[src/rtl/uart_tx_merge.sv]
// Frame-aware merger of two 8N1 serial TX streams onto one board UART line.
// Each source is deserialised into a per-source FIFO and re-serialised one whole frame at a time.
`timescale 1ns / 1ps

module uart_tx_merge_rx #(
  parameter int BIT_DIV = 50
) (
  input  logic       clk50_i,
  input  logic       rst,
  input  logic       rxd,
  output logic [7:0] data,
  output logic       valid,
  output logic       frame_err
);
  typedef enum logic [1:0] {RX_IDLE, RX_START, RX_DATA, RX_STOP} rx_state_t;

  localparam logic [15:0] DIV_FULL = 16'(BIT_DIV);
  localparam logic [15:0] DIV_HALF = 16'(BIT_DIV / 2);

  logic [1:0]  sync_q;
  logic        rx_s;
  logic        expire;
  rx_state_t   state_q, state_d;
  logic [15:0] cnt_q, cnt_d;
  logic [2:0]  bit_q, bit_d;
  logic [7:0]  shift_q, shift_d;
  logic        valid_d, ferr_d;

  // Idle-high line, so the synchroniser resets to 1 to avoid a false start edge.
  always_ff @(posedge clk50_i or posedge rst) begin
    if (rst) sync_q <= 2'b11;
    else     sync_q <= {sync_q[0], rxd};
  end

  assign rx_s   = sync_q[1];
  assign expire = (cnt_q == 16'd1);
  assign data   = shift_q;

  // NOTE: sequential state uses non-blocking assignments so every register samples pre-edge values.
  always_ff @(posedge clk50_i or posedge rst) begin
    if (rst) begin
      state_q   <= RX_IDLE;
      cnt_q     <= '0;
      bit_q     <= '0;
      shift_q   <= '0;
      valid     <= 1'b0;
      frame_err <= 1'b0;
    end else begin
      state_q   <= state_d;
      cnt_q     <= cnt_d;
      bit_q     <= bit_d;
      shift_q   <= shift_d;
      valid     <= valid_d;
      frame_err <= ferr_d;
    end
  end

  // NOTE: every combinational output gets a default first, so no path can infer a latch.
  always_comb begin
    state_d = state_q;
    cnt_d   = cnt_q;
    bit_d   = bit_q;
    shift_d = shift_q;
    valid_d = 1'b0;
    ferr_d  = 1'b0;
    case (state_q)
      RX_IDLE: begin
        if (!rx_s) begin
          state_d = RX_START;
          cnt_d   = DIV_HALF;
        end
      end
      RX_START: begin
        if (expire) begin
          if (!rx_s) begin
            state_d = RX_DATA;
            cnt_d   = DIV_FULL;
            bit_d   = 3'd0;
          end else begin
            state_d = RX_IDLE;
          end
        end else begin
          cnt_d = cnt_q - 16'd1;
        end
      end
      RX_DATA: begin
        if (expire) begin
          shift_d = {rx_s, shift_q[7:1]};
          cnt_d   = DIV_FULL;
          bit_d   = bit_q + 3'd1;
          if (bit_q == 3'd7) state_d = RX_STOP;
        end else begin
          cnt_d = cnt_q - 16'd1;
        end
      end
      RX_STOP: begin
        if (expire) begin
          state_d = RX_IDLE;
          if (rx_s) valid_d = 1'b1;
          else      ferr_d  = 1'b1;
        end else begin
          cnt_d = cnt_q - 16'd1;
        end
      end
      default: state_d = RX_IDLE;
    endcase
  end
endmodule

module uart_tx_merge_fifo #(
  parameter int DEPTH = 4
) (
  input  logic       clk50_i,
  input  logic       rst,
  input  logic       push,
  input  logic [7:0] din,
  input  logic       pop,
  output logic [7:0] dout,
  output logic       empty,
  output logic       full
);
  localparam int AW = $clog2(DEPTH);
  localparam logic [AW:0] PTR_ONE = (AW + 1)'(1);

  logic [7:0]  mem [DEPTH];
  logic [AW:0] wr_q, rd_q;
  logic        do_push, do_pop;

  assign empty   = (wr_q == rd_q);
  assign full    = (wr_q[AW] != rd_q[AW]) && (wr_q[AW-1:0] == rd_q[AW-1:0]);
  assign dout    = mem[rd_q[AW-1:0]];
  // A pop in the same cycle frees the slot, so push-on-full is accepted then.
  assign do_push = push && (!full || pop);
  assign do_pop  = pop && !empty;

  always_ff @(posedge clk50_i or posedge rst) begin
    if (rst) begin
      wr_q <= '0;
      rd_q <= '0;
    end else begin
      if (do_push) wr_q <= wr_q + PTR_ONE;
      if (do_pop)  rd_q <= rd_q + PTR_ONE;
    end
  end

  // NOTE: storage is deliberately not reset; the pointers alone define which entries are valid.
  always_ff @(posedge clk50_i) begin
    if (do_push) mem[wr_q[AW-1:0]] <= din;
  end
endmodule

module uart_tx_merge #(
  parameter int CLK_FREQ   = 50000000,
  parameter int BAUDRATE   = 1000000,
  parameter int FIFO_DEPTH = 4
) (
  input  logic       clk50_i,
  input  logic       rst,
  input  logic       dbg_txd_i,
  input  logic       uart_txd_i,
  output logic       txd_o,
  output logic       busy_o,
  output logic       dbg_ovf_o,
  output logic       uart_ovf_o,
  output logic [1:0] frame_err_o
);
  localparam int BIT_DIV = CLK_FREQ / BAUDRATE;
  localparam logic [15:0] DIV_FULL = 16'(BIT_DIV);

  typedef enum logic [1:0] {TX_IDLE, TX_START, TX_DATA, TX_STOP} tx_state_t;

  logic [7:0] dbg_byte, uart_byte, dbg_dout, uart_dout;
  logic       dbg_valid, uart_valid, dbg_ferr, uart_ferr;
  logic       dbg_empty, uart_empty, dbg_full, uart_full;
  logic       pop_dbg, pop_uart, arb;

  tx_state_t   state_q, state_d;
  logic [15:0] cnt_q, cnt_d;
  logic [2:0]  bit_q, bit_d;
  logic [7:0]  shift_q, shift_d;
  logic        txd_d;

  uart_tx_merge_rx #(.BIT_DIV(BIT_DIV)) u_dbg_rx (
    .clk50_i(clk50_i), .rst(rst), .rxd(dbg_txd_i),
    .data(dbg_byte), .valid(dbg_valid), .frame_err(dbg_ferr)
  );

  uart_tx_merge_rx #(.BIT_DIV(BIT_DIV)) u_uart_rx (
    .clk50_i(clk50_i), .rst(rst), .rxd(uart_txd_i),
    .data(uart_byte), .valid(uart_valid), .frame_err(uart_ferr)
  );

  uart_tx_merge_fifo #(.DEPTH(FIFO_DEPTH)) u_dbg_fifo (
    .clk50_i(clk50_i), .rst(rst), .push(dbg_valid), .din(dbg_byte),
    .pop(pop_dbg), .dout(dbg_dout), .empty(dbg_empty), .full(dbg_full)
  );

  uart_tx_merge_fifo #(.DEPTH(FIFO_DEPTH)) u_uart_fifo (
    .clk50_i(clk50_i), .rst(rst), .push(uart_valid), .din(uart_byte),
    .pop(pop_uart), .dout(uart_dout), .empty(uart_empty), .full(uart_full)
  );

  assign frame_err_o = {uart_ferr, dbg_ferr};

  always_ff @(posedge clk50_i or posedge rst) begin
    if (rst) begin
      state_q    <= TX_IDLE;
      cnt_q      <= '0;
      bit_q      <= '0;
      shift_q    <= '0;
      txd_o      <= 1'b1;
      busy_o     <= 1'b0;
      dbg_ovf_o  <= 1'b0;
      uart_ovf_o <= 1'b0;
    end else begin
      state_q    <= state_d;
      cnt_q      <= cnt_d;
      bit_q      <= bit_d;
      shift_q    <= shift_d;
      txd_o      <= txd_d;
      busy_o     <= (state_q != TX_IDLE) || !dbg_empty || !uart_empty;
      dbg_ovf_o  <= dbg_valid && dbg_full && !pop_dbg;
      uart_ovf_o <= uart_valid && uart_full && !pop_uart;
    end
  end

  // Arbitration also runs on the last stop cycle so back-to-back frames leave no idle gap.
  always_comb begin
    state_d  = state_q;
    cnt_d    = cnt_q;
    bit_d    = bit_q;
    shift_d  = shift_q;
    pop_dbg  = 1'b0;
    pop_uart = 1'b0;
    arb      = 1'b0;
    case (state_q)
      TX_IDLE: arb = 1'b1;
      TX_START: begin
        if (cnt_q == 16'd1) begin
          state_d = TX_DATA;
          cnt_d   = DIV_FULL;
          bit_d   = 3'd0;
        end else begin
          cnt_d = cnt_q - 16'd1;
        end
      end
      TX_DATA: begin
        if (cnt_q == 16'd1) begin
          cnt_d = DIV_FULL;
          if (bit_q == 3'd7) begin
            state_d = TX_STOP;
          end else begin
            shift_d = {1'b0, shift_q[7:1]};
            bit_d   = bit_q + 3'd1;
          end
        end else begin
          cnt_d = cnt_q - 16'd1;
        end
      end
      TX_STOP: begin
        if (cnt_q == 16'd1) begin
          state_d = TX_IDLE;
          arb     = 1'b1;
        end else begin
          cnt_d = cnt_q - 16'd1;
        end
      end
      default: state_d = TX_IDLE;
    endcase

    if (arb) begin
      if (!dbg_empty) begin
        pop_dbg = 1'b1;
        shift_d = dbg_dout;
        state_d = TX_START;
        cnt_d   = DIV_FULL;
      end else if (!uart_empty) begin
        pop_uart = 1'b1;
        shift_d  = uart_dout;
        state_d  = TX_START;
        cnt_d    = DIV_FULL;
      end
    end

    // Line level follows the next state so txd_o changes on the same edge as the state.
    case (state_d)
      TX_START: txd_d = 1'b0;
      TX_DATA:  txd_d = shift_d[0];
      default:  txd_d = 1'b1;
    endcase
  end
endmodule

[config.mk]
export PLATFORM = sky130hd
export DESIGN_NAME = uart_tx_merge
export DESIGN_NICKNAME = d
export VERILOG_FILES = /design/src/rtl/uart_tx_merge.sv
export SDC_FILE = /design/constraint.sdc
export NUM_CORES = 1
export LEC_CHECK = 0
export ABC_AREA = 1
export CORE_UTILIZATION = 48
export CTS_CLUSTER_SIZE = 16
export DETAILED_ROUTE_END_ITERATION = 8
export PLACE_DENSITY = 0.66
export SLEW_MARGIN = 20
export SYNTH_ARGS = -nofsm -noshare
export SYNTH_HDL_FRONTEND = slang
export SYNTH_SLANG_ARGS = --single-unit
[constraint.sdc]
create_clock -name clk50_i -period 4 [get_ports clk50_i]
set_input_delay 0.6 -clock clk50_i [delete_from_list [all_inputs] [get_ports clk50_i]]
set_output_delay 0.6 -clock clk50_i [all_outputs]
set_load 0.02 [all_outputs]
==> impl_metrics.env, run 1 <==
export IMPL_status="finished with violations"
export IMPL_violations="design-rule violations"
export IMPL_dpl_hpwl_mm=12.54
export IMPL_fmax_ghz=0.3243
export IMPL_hold_viol=0
export IMPL_fin_ws_ns=0.9165
export IMPL_finalCritPeriodShare=0.7709
export IMPL_grt_overflow_total=0
export IMPL_p_per_area_mw_per_mm2=727.7
export IMPL_crit_chain="inv_1 > ha_1 > inv_1 > a21oi_4 > nand2_8 > clkinv_4 > nand2_4 > nand2_4 > nand2_2 > nor2_1"
export IMPL_cts_sinks=175
export IMPL_drv_slew=0
export IMPL_layout_commonest_cell="nand2_1"
export IMPL_cts_max_path_buffers=2
export IMPL_vias=6364
export IMPL_detail_route_antenna_nets=0
export IMPL_synth_xor_area_frac=0.02254
export IMPL_syn_area_sq_mm=0.008937
export IMPL_synth_top_area_frac=0.2968
export IMPL_ir_worst_vdd_uv=462.3
export IMPL_ys_ff_latch=175
export IMPL_pre_cts_ws_ns=0.9157
export IMPL_layout_common_cells="nand2_1 (187), nor2_1 (128), dfrtp_1 (106)"
export IMPL_synth_simple_gate_area_frac=0.2250
export IMPL_stdcell_count=1219
export IMPL_num_nets_final=1018
export IMPL_synthAdderAreaFrac=0.05180
export IMPL_max_slew_margin_rel=0.5533
export IMPL_syn_mean_instance_area_sq_um=9.261
export IMPL_io_pins=10
export IMPL_cp_end_kind="flip-flop"
export IMPL_clk_insertion_delay_late_ns=0.43
export IMPL_arrival_ns=3.15
export IMPL_first_iter_violations=512
export IMPL_rsz0062_at_grt="no"
export IMPL_syn_to_final_growth_pct=9.604
export IMPL_floorplan_initialDensity=0.4942
export IMPL_rows=49
export IMPL_antenna_found_initial=0
export IMPL_synthCells=965
export IMPL_core_area_sq_mm=0.01809
export IMPL_post_cts_buffers=0
export IMPL_power_total_mw=7.128
export IMPL_gp_congestion=0.8494
export IMPL_seq_area_frac_synth=0.5265
export IMPL_drv_cap=0
export IMPL_synth_compound_area_frac=0.09366
export IMPL_cts_tree="built"
export IMPL_setup_tns_ns=0
export IMPL_die_h_um=138.5
export IMPL_drc_errors=2
export IMPL_wire_per_inst_um=14.36
export IMPL_synth_area_leaders="dfrtp_1 (30%), edfxtp_1 (22%), nand2_1 (7.9%)"
export IMPL_swShare=0.4231
export IMPL_fillerInstances=1631
export IMPL_dp_cells=1187
export IMPL_slowest_delay_ns=0.51
export IMPL_crit_slowest_cell="nor2_1"
export IMPL_wl_mm=17.50
export IMPL_path_max_fanout=20
export IMPL_p_leak_nw=4.503
export IMPL_cts_clk_slew_worst_paths_ns=0.07
export IMPL_fin_skew_ns=0.01186
export IMPL_die_area_sq_mm=0.01917
export IMPL_ys_types=53
export IMPL_syn_num_nets=1006
export IMPL_root_buffer="clkbuf_16"
export IMPL_grt_pass1_vias=6028
export IMPL_avgViaCountPerCell=5.221
export IMPL_ctsResizeCount=0
export IMPL_min_path_type="flip-flop to flip-flop"
export IMPL_seq_power_share=0.354
export IMPL_cts_max_level=4
export IMPL_setup_violations=0
export IMPL_switchingPower_mw=3.016
export IMPL_die_x_um=138.5
export IMPL_internal_power_mw=4.112
export IMPL_yosys_area_top_type="dfrtp_1"
export IMPL_grt_max_degree=53
export IMPL_period_needed_ns=3.084
export IMPL_layout_drive_gt1_share=0.1091
export IMPL_first_pass_iters=8
export IMPL_n_antenna_cell=0
export IMPL_pwr_share_clk=0.227
export IMPL_power_frac_comb=0.419
export IMPL_yosys_warnings=0
export IMPL_synth_mux_area_fraction=0.01890
export IMPL_hold_buffers=0
export IMPL_utilization=0.5416
export IMPL_grtUsageTotal=0.1989
export IMPL_worstPathRequired_ns=4.07
export IMPL_grt_first_pass_wirelength_mm=30.23
export IMPL_critical_path_class="flip-flop to flip-flop"
export IMPL_cp_start_kind="flip-flop"
export IMPL_io_buffers=9
export IMPL_worst_pin_slew_ns=0.6694
export IMPL_synth_top_family_by_area="simple AND/OR/NAND/NOR gates"
export IMPL_numCtsBuffers=17
cell type report:
class / instances / area, sq um / share of cell area
flip-flops and latches: 175 / 4706 / 0.4804
multi-input cells: 661 / 3681 / 0.3758
inverters: 111 / 434.2 / 0.04432
clock buffers: 18 / 429.2 / 0.04381
well taps: 229 / 286.5 / 0.02925
clock inverters: 14 / 141.4 / 0.01443
repair buffers: 11 / 117.6 / 0.01201
path summary, 6_finish.rpt:
path                                     from               endpoint  slack (ns)  cells past startpoint
hold / removal             u_dbg_rx.sync_q[0]     u_dbg_rx.sync_q[1]        0.36                      0
min in group asynchronous                 rst     u_dbg_rx.cnt_q[11]        0.52                      2
setup / recovery                   state_q[1]  u_uart_fifo.mem[3][4]        0.92                     10
hold reg to reg            u_dbg_rx.sync_q[0]     u_dbg_rx.sync_q[1]        0.36                      0
max in group asynchronous                 rst             state_q[1]        2.74                      3
setup reg to reg                   state_q[1]  u_uart_fifo.mem[3][4]        0.92                     10
state kept, by name, summed over array words and instances, names as in the netlist, 8 cells and up, named ones only:
| register | cells |
|---|---|
| cnt_q | 16 |
| shift_q | 8 |
| u_dbg_fifo.mem | 32 |
| u_dbg_rx.cnt_q | 16 |
| u_dbg_rx.data | 8 |
| u_uart_fifo.mem | 32 |
| u_uart_rx.cnt_q | 16 |
| u_uart_rx.data | 8 |
logic make-up (layout without fill, tap and decap cells):
logic type,after synthesis,count (layout)
flops,175,175
simple gates,441,441
mux,15,15
fa+ha+maj,37,37
compound gates,145,145
xor+xnor,23,23
buf+inv,129,154
metrics by stage:
step | hold slack (ns) | instance area [sq um]
finish | 0.3566 | 9796
global placement | 0.3463 | 9225
floorplan | 0.3452 | 8937
CTS | 0.3572 | 9796
global route | 0.3655 | 9796
detailed placement | 0.3468 | 9225
per-layer routing:
| layer | vias to the layer above | track usage | wire, um |
|---|---|---|---|
| li1 | 3225 | - | - |
| met1 | 2990 | 0.2729 | 8421 |
| met2 | 126 | 0.3145 | 8234 |
| met3 | 23 | 0.04018 | 581 |
| met4 | 0 | 0.06978 | 264 |
| met5 | - | 0 | 0 |
cell usage after synthesis, drive strengths merged:
master and n:
clkbuf 6, dfstp 5, nor2 147, a31oi 1, a211oi 2, ha 37
a22oi 1, nor4 1, nand3 56, xnor2 4, inv 107, or2 2
nand2 206, o31ai 6, a22o 3, o22ai 15, buf 12, or3 1
mux2 15, a31o 1, o21bai 3, o211ai 7, dfrtp 106, a21boi 1
xor2 19, o21a 1, o21ai 77, clkinv 4, nand4 12, nand3b 3
edfxtp 64, nor3 13, a21o 2, o22a 1, a21oi 24
critical path, delay by kind of cell (launching register included):
family,cells,cell delay [ns]
flops,1,0.40
compound gates,1,0.37
simple gates,5,0.86
buf+inv,3,0.64
fa+ha+maj,1,0.45
power groups by stage:
| stage | clock network, mW | logic [mW] | registers, mW |
|---|---|---|---|
| detailed placement | 0 | 2.98 | 2.55 |
| global route | 1.75 | 3.43 | 2.57 |
| finish | 1.62 | 2.99 | 2.52 |
| floorplan | 0 | 2.50 | 2.44 |
| CTS | 1.66 | 3.00 | 2.52 |
| global placement | 0 | 2.95 | 2.54 |
No activity file was read; power rests on OpenSTA's default activity.
==> run 2, diff against run 1 <==
Settings changed: PLACE_DENSITY 0.66 to 0.68.
Clock period 4 ns to 2.5 ns, I/O delays scaled along.
==> impl_metrics.env, run 2 (synthesis gave the netlist of run 1 again) <==
export IMPL_status="finished, final reports clean"
export IMPL_layout_commonest_cell="nand2_1"
export IMPL_min_path_type="input pin to async pin"
export IMPL_fmax_ghz=0.4309
export IMPL_hold_viol=0
export IMPL_core_area_sq_mm=0.01809
export IMPL_utilization=0.5494
export IMPL_hold_buffers=0
export IMPL_fin_ws_ns=0.1792
export IMPL_floorplan_initialDensity=0.4942
export IMPL_period_needed_ns=2.321
export IMPL_critical_path_class="flip-flop to flip-flop"
export IMPL_setup_tns_ns=0
export IMPL_ir_worst_vdd_uv=527.7
export IMPL_r2r_start="cnt_q[1]"
export IMPL_fillerInstances=1553
export IMPL_first_iter_violations=470
export IMPL_setup_violations=0
export IMPL_cts_sinks=175
export IMPL_post_cts_buffers=0
export IMPL_numCtsBuffers=17
export IMPL_rsz0062_at_grt="no"
export IMPL_cts_clk_slew_worst_paths_ns=0.07
export IMPL_wl_mm=17.05
export IMPL_grt_max_degree=42
export IMPL_io_buffers=9
export IMPL_grt_pass1_vias=6109
export IMPL_die_h_um=138.5
export IMPL_drv_slew=0
export IMPL_drc_errors=0
export IMPL_reg2reg_depth=13
export IMPL_vias=6320
export IMPL_worst_pin_slew_ns=0.5374
export IMPL_antenna_found_initial=0
export IMPL_wire_per_inst_um=13.80
export IMPL_max_slew_margin_rel=0.6410
export IMPL_fin_skew_ns=0.009118
export IMPL_grt_overflow_total=0
export IMPL_io_pins=10
export IMPL_layout_common_cells="nand2_1 (187), nor2_1 (128), dfrtp_1 (106)"
export IMPL_syn_to_final_growth_pct=11.17
export IMPL_root_buffer="clkbuf_16"
export IMPL_clk_insertion_delay_late_ns=0.44
export IMPL_p_per_area_mw_per_mm2=1154
export IMPL_die_x_um=138.5
export IMPL_arrival_ns=2.46
export IMPL_reg2reg_slack_ns=0.18
export IMPL_grtUsageTotal=0.1932
export IMPL_grt_first_pass_wirelength_mm=29.56
export IMPL_dpl_hpwl_mm=12.28
export IMPL_cts_max_level=4
export IMPL_gp_congestion=0.8936
export IMPL_die_area_sq_mm=0.01917
export IMPL_worstPathRequired_ns=2.64
export IMPL_ctsResizeCount=0
export IMPL_cp_start_kind="flip-flop"
export IMPL_layout_drive_gt1_share=0.1252
export IMPL_finalCritPeriodShare=0.9283
export IMPL_rows=49
export IMPL_cts_tree="built"
export IMPL_pre_cts_ws_ns=0.1948
export IMPL_drv_cap=0
export IMPL_avgViaCountPerCell=5.117
export IMPL_n_antenna_cell=0
export IMPL_cp_end_kind="flip-flop"
export IMPL_path_max_fanout=11
export IMPL_detail_route_antenna_nets=0
export IMPL_first_pass_iters=5
export IMPL_timing_rr_end="u_uart_fifo.mem[2][0]"
export IMPL_num_nets_final=1034
export IMPL_cts_max_path_buffers=2
export IMPL_p_leak_nw=4.584
==> run 2: routing by layer <==
| metal | up-vias | part of all wire | GRT usage |
|---|---|---|---|
| met5 | - | 0 | 0 |
| met4 | 0 | 0.0098 | 0.05322 |
| met3 | 12 | 0.033 | 0.04468 |
| met2 | 104 | 0.46 | 0.2998 |
| met1 | 2961 | 0.50 | 0.2716 |
| li1 | 3243 | - | - |
==> run 2: worst max path at each step <==
stage / from / end / slack [ns] / cells past startpoint
after global routing: cnt_q[1] / u_uart_fifo.mem[2][1] / 0.004 / 13
final: cnt_q[1] / u_uart_fifo.mem[2][0] / 0.18 / 13
after CTS: cnt_q[1] / u_uart_fifo.mem[2][7] / 0.17 / 13
after global placement: cnt_q[1] / u_uart_fifo.mem[3][5] / 0.25 / 13
after floorplan: state_q[1] / u_uart_fifo.mem[0][0] / 0.21 / 11
after detailed placement: cnt_q[1] / u_uart_fifo.mem[1][1] / 0.19 / 13
==> run 2: final cells by class <==
class | instances | area (sq um) | share of cell area
flip-flops and latches | 175 | 4706 | 0.4736
multi-input cells | 661 | 3681 | 0.3705
inverters | 111 | 435.4 | 0.04382
clock buffers | 18 | 429.2 | 0.04319
well taps | 229 | 286.5 | 0.02884
repair buffers | 27 | 250.2 | 0.02519
clock inverters | 14 | 147.6 | 0.01486
==> run 2: critical path, cell delays in order, from the launching register on <==
cell,delay (ns)
dfrtp_1,0.40
inv_1,0.10
ha_1,0.17
nand3_1,0.12
nor2_4,0.16
nand2_2,0.18
nand2_4,0.20
nand2_8,0.10
clkinv_4,0.08
nand2_4,0.06
nand2_4,0.07
nand2_2,0.10
nor2_1,0.11
buf_4,0.18
==> run 2: metrics by stage <==
step / hold WS (ns) / instances / power (mW) / area [sq um]
3_3_place_gp: 0.3503 / 1203 / 8.843 / 9359
2_1_floorplan: 0.3452 / 965 / 7.902 / 8941
5_1_grt: 0.3227 / 1235 / 12.44 / 9936
4_1_cts: 0.3198 / 1235 / 11.54 / 9936
6_report: 0.3375 / 1235 / 11.47 / 9936
3_5_place_dp: 0.3547 / 1203 / 8.899 / 9359
==> run 2: report_power, final <==
group / switching (mW) / internal (mW) / leakage, nW / total [mW]
clock network: 1.18 / 1.41 / 0.274 / 2.59
registers: 0.480 / 3.50 / 2.06 / 3.98
logic: 3.22 / 1.68 / 2.25 / 4.90
total: 4.88 / 6.59 / 4.58 / 11.5
==> run 3, diff against run 2 <==
Settings changed: GPL_ROUTABILITY_DRIVEN from default to 1, PLACE_DENSITY 0.68 to 0.66.
Clock period 2.5 ns to 2.8 ns, I/O delays scaled along.
==> impl_metrics.env, run 3 (synthesis gave the netlist of run 1 again) <==
export IMPL_cp_end_kind="flip-flop"
export IMPL_setup_violations=0
export IMPL_fin_skew_ns=0.01373
export IMPL_grt_max_degree=97
export IMPL_p_per_area_mw_per_mm2=1035
export IMPL_io_pins=10
export IMPL_drv_cap=0
export IMPL_min_path_type="input pin to async pin"
export IMPL_path_depth=10
export IMPL_rows=49
export IMPL_layout_drive_gt1_share=0.1181
export IMPL_first_pass_iters=7
export IMPL_worstPathRequired_ns=2.87
export IMPL_gp_congestion=0.8385
export IMPL_ctsResizeCount=0
export IMPL_die_area_sq_mm=0.01917
export IMPL_fin_area_sq_mm=0.009868
export IMPL_status="finished with violations"
export IMPL_p_leak_nw=4.553
export IMPL_pre_cts_ws_ns=0.3524
export IMPL_arrival_ns=2.51
export IMPL_timing_rr_end="u_dbg_fifo.mem[2][1]"
export IMPL_clk_insertion_delay_late_ns=0.44
export IMPL_numCtsBuffers=17
export IMPL_cts_clk_slew_worst_paths_ns=0.07
export IMPL_wl_mm=17.18
export IMPL_slowest_delay_ns=0.47
export IMPL_first_iter_violations=395
export IMPL_crit_end="u_dbg_fifo.mem[2][1]"
export IMPL_crit_slowest_cell="nor2_1"
export IMPL_layout_common_cells="nand2_1 (187), nor2_1 (128), dfrtp_1 (106)"
export IMPL_avgViaCountPerCell=5.138
export IMPL_finalCritPeriodShare=0.8714
export IMPL_seq_area_sq_mm=0.004706
export IMPL_period_needed_ns=2.440
export IMPL_crit_start="cnt_q[1]"
export IMPL_grtUsageTotal=0.1928
export IMPL_fmax_ghz=0.4098
export IMPL_r2r_start="cnt_q[1]"
export IMPL_root_buffer="clkbuf_16"
export IMPL_reg2reg_slack_ns=0.36
export IMPL_path_max_fanout=11
export IMPL_syn_to_final_growth_pct=10.42
export IMPL_cp_start_kind="flip-flop"
export IMPL_hold_buffers=0
export IMPL_cts_sinks=175
export IMPL_grt_pass1_vias=6089
export IMPL_power_total_mw=10.22
export IMPL_drv_slew=0
export IMPL_layout_commonest_cell="nand2_1"
export IMPL_core_area_sq_mm=0.01809
export IMPL_detail_route_antenna_nets=0
export IMPL_dpl_hpwl_mm=12.26
export IMPL_wire_per_inst_um=13.99
export IMPL_setup_tns_ns=0
export IMPL_worst_path_buf_inv=1
export IMPL_max_slew_margin_rel=0.6103
export IMPL_cp_top_family="simple AND/OR/NAND/NOR gates"
export IMPL_violations="design-rule violations"
export IMPL_multi_input_area_sq_mm=0.003681
export IMPL_drc_errors=2
export IMPL_rsz0062_at_grt="no"
export IMPL_floorplan_initialDensity=0.4942
export IMPL_crit_top_cell="nand2_2"
export IMPL_num_nets_final=1027
export IMPL_placed_area_sq_mm=0.009294
export IMPL_fin_ws_ns=0.3599
export IMPL_grt_first_pass_wirelength_mm=29.56
export IMPL_cts_max_path_buffers=2
export IMPL_die_x_um=138.5
export IMPL_cts_tree="built"
export IMPL_grt_overflow_total=0
export IMPL_cts_max_level=4
export IMPL_crit_chain="inv_1 > ha_1 > nand3_1 > nor2_4 > nand2_2 > nand2_4 > nand2_8 > nand2_2 > nand2_2 > nor2_1"
export IMPL_antenna_found_initial=0
export IMPL_hold_viol=0
export IMPL_post_cts_buffers=0
export IMPL_ir_worst_vdd_uv=518.5
export IMPL_die_h_um=138.5
export IMPL_n_antenna_cell=0
export IMPL_reg2reg_depth=10
export IMPL_worst_pin_slew_ns=0.5824
export IMPL_utilization=0.5456
export IMPL_critical_path_class="flip-flop to flip-flop"
export IMPL_vias=6310
export IMPL_fillerInstances=1583
export IMPL_io_buffers=9
run 3: cell types whose count changed in the layout (fill, tap and decap cells not counted), sizes merged:
cell      delta
inv          -4
clkbuf       +4
clkinv       +2
clkinvlp     -2
buf          -7
run 3: layout make-up:
cell class | count | share of cell area
clock buffers | 22 | 0.04805
clock inverters | 10 | 0.01014
inverters | 111 | 0.04412
multi-input cells | 661 | 0.3730
flip-flops and latches | 175 | 0.4769
well taps | 229 | 0.02904
repair buffers | 20 | 0.01877
run 3: layer usage:
layer  track usage  vias to the layer above  routed length [um]
met3       0.03048                       23                 616
met5             0                        -                   0
met2        0.3035                      126                7839
met1        0.2693                     2937                8424
li1              -                     3224                   -
met4       0.07333                        0                 299
run 3: worst register-to-register path: cells and delay by family, from the launching register on:
kind / cells / cell delay (ns)
buffers and inverters: 1 / 0.10
and+or+nand+nor: 8 / 1.42
DFF: 1 / 0.39
adders and majority gates: 1 / 0.17
run 3: stage by stage:
step | std cells | hold slack (ns)
after global placement | 1196 | 0.3462
after global routing | 1228 | 0.3587
after floorplan | 965 | 0.3452
final | 1228 | 0.3123
after CTS | 1228 | 0.3192
after detailed placement | 1196 | 0.3482
run 3: worst min path at each step:
stage,startpoint,endpoint,cells after the start
floorplan,u_dbg_rx.sync_q[0],u_dbg_rx.sync_q[1],0
global placement,u_dbg_rx.sync_q[0],u_dbg_rx.sync_q[1],0
global route,rst,u_dbg_rx.cnt_q[8],2
finish,rst,u_dbg_rx.cnt_q[8],2
CTS,rst,u_dbg_rx.cnt_q[8],2
detailed placement,u_dbg_rx.sync_q[0],u_dbg_rx.sync_q[1],0
run 3: power breakdown:
group / switching, mW / internal, mW / leakage [nW]
registers: 0.446 / 3.12 / 2.06
logic: 2.88 / 1.47 / 2.22
clock network: 0.996 / 1.31 / 0.282
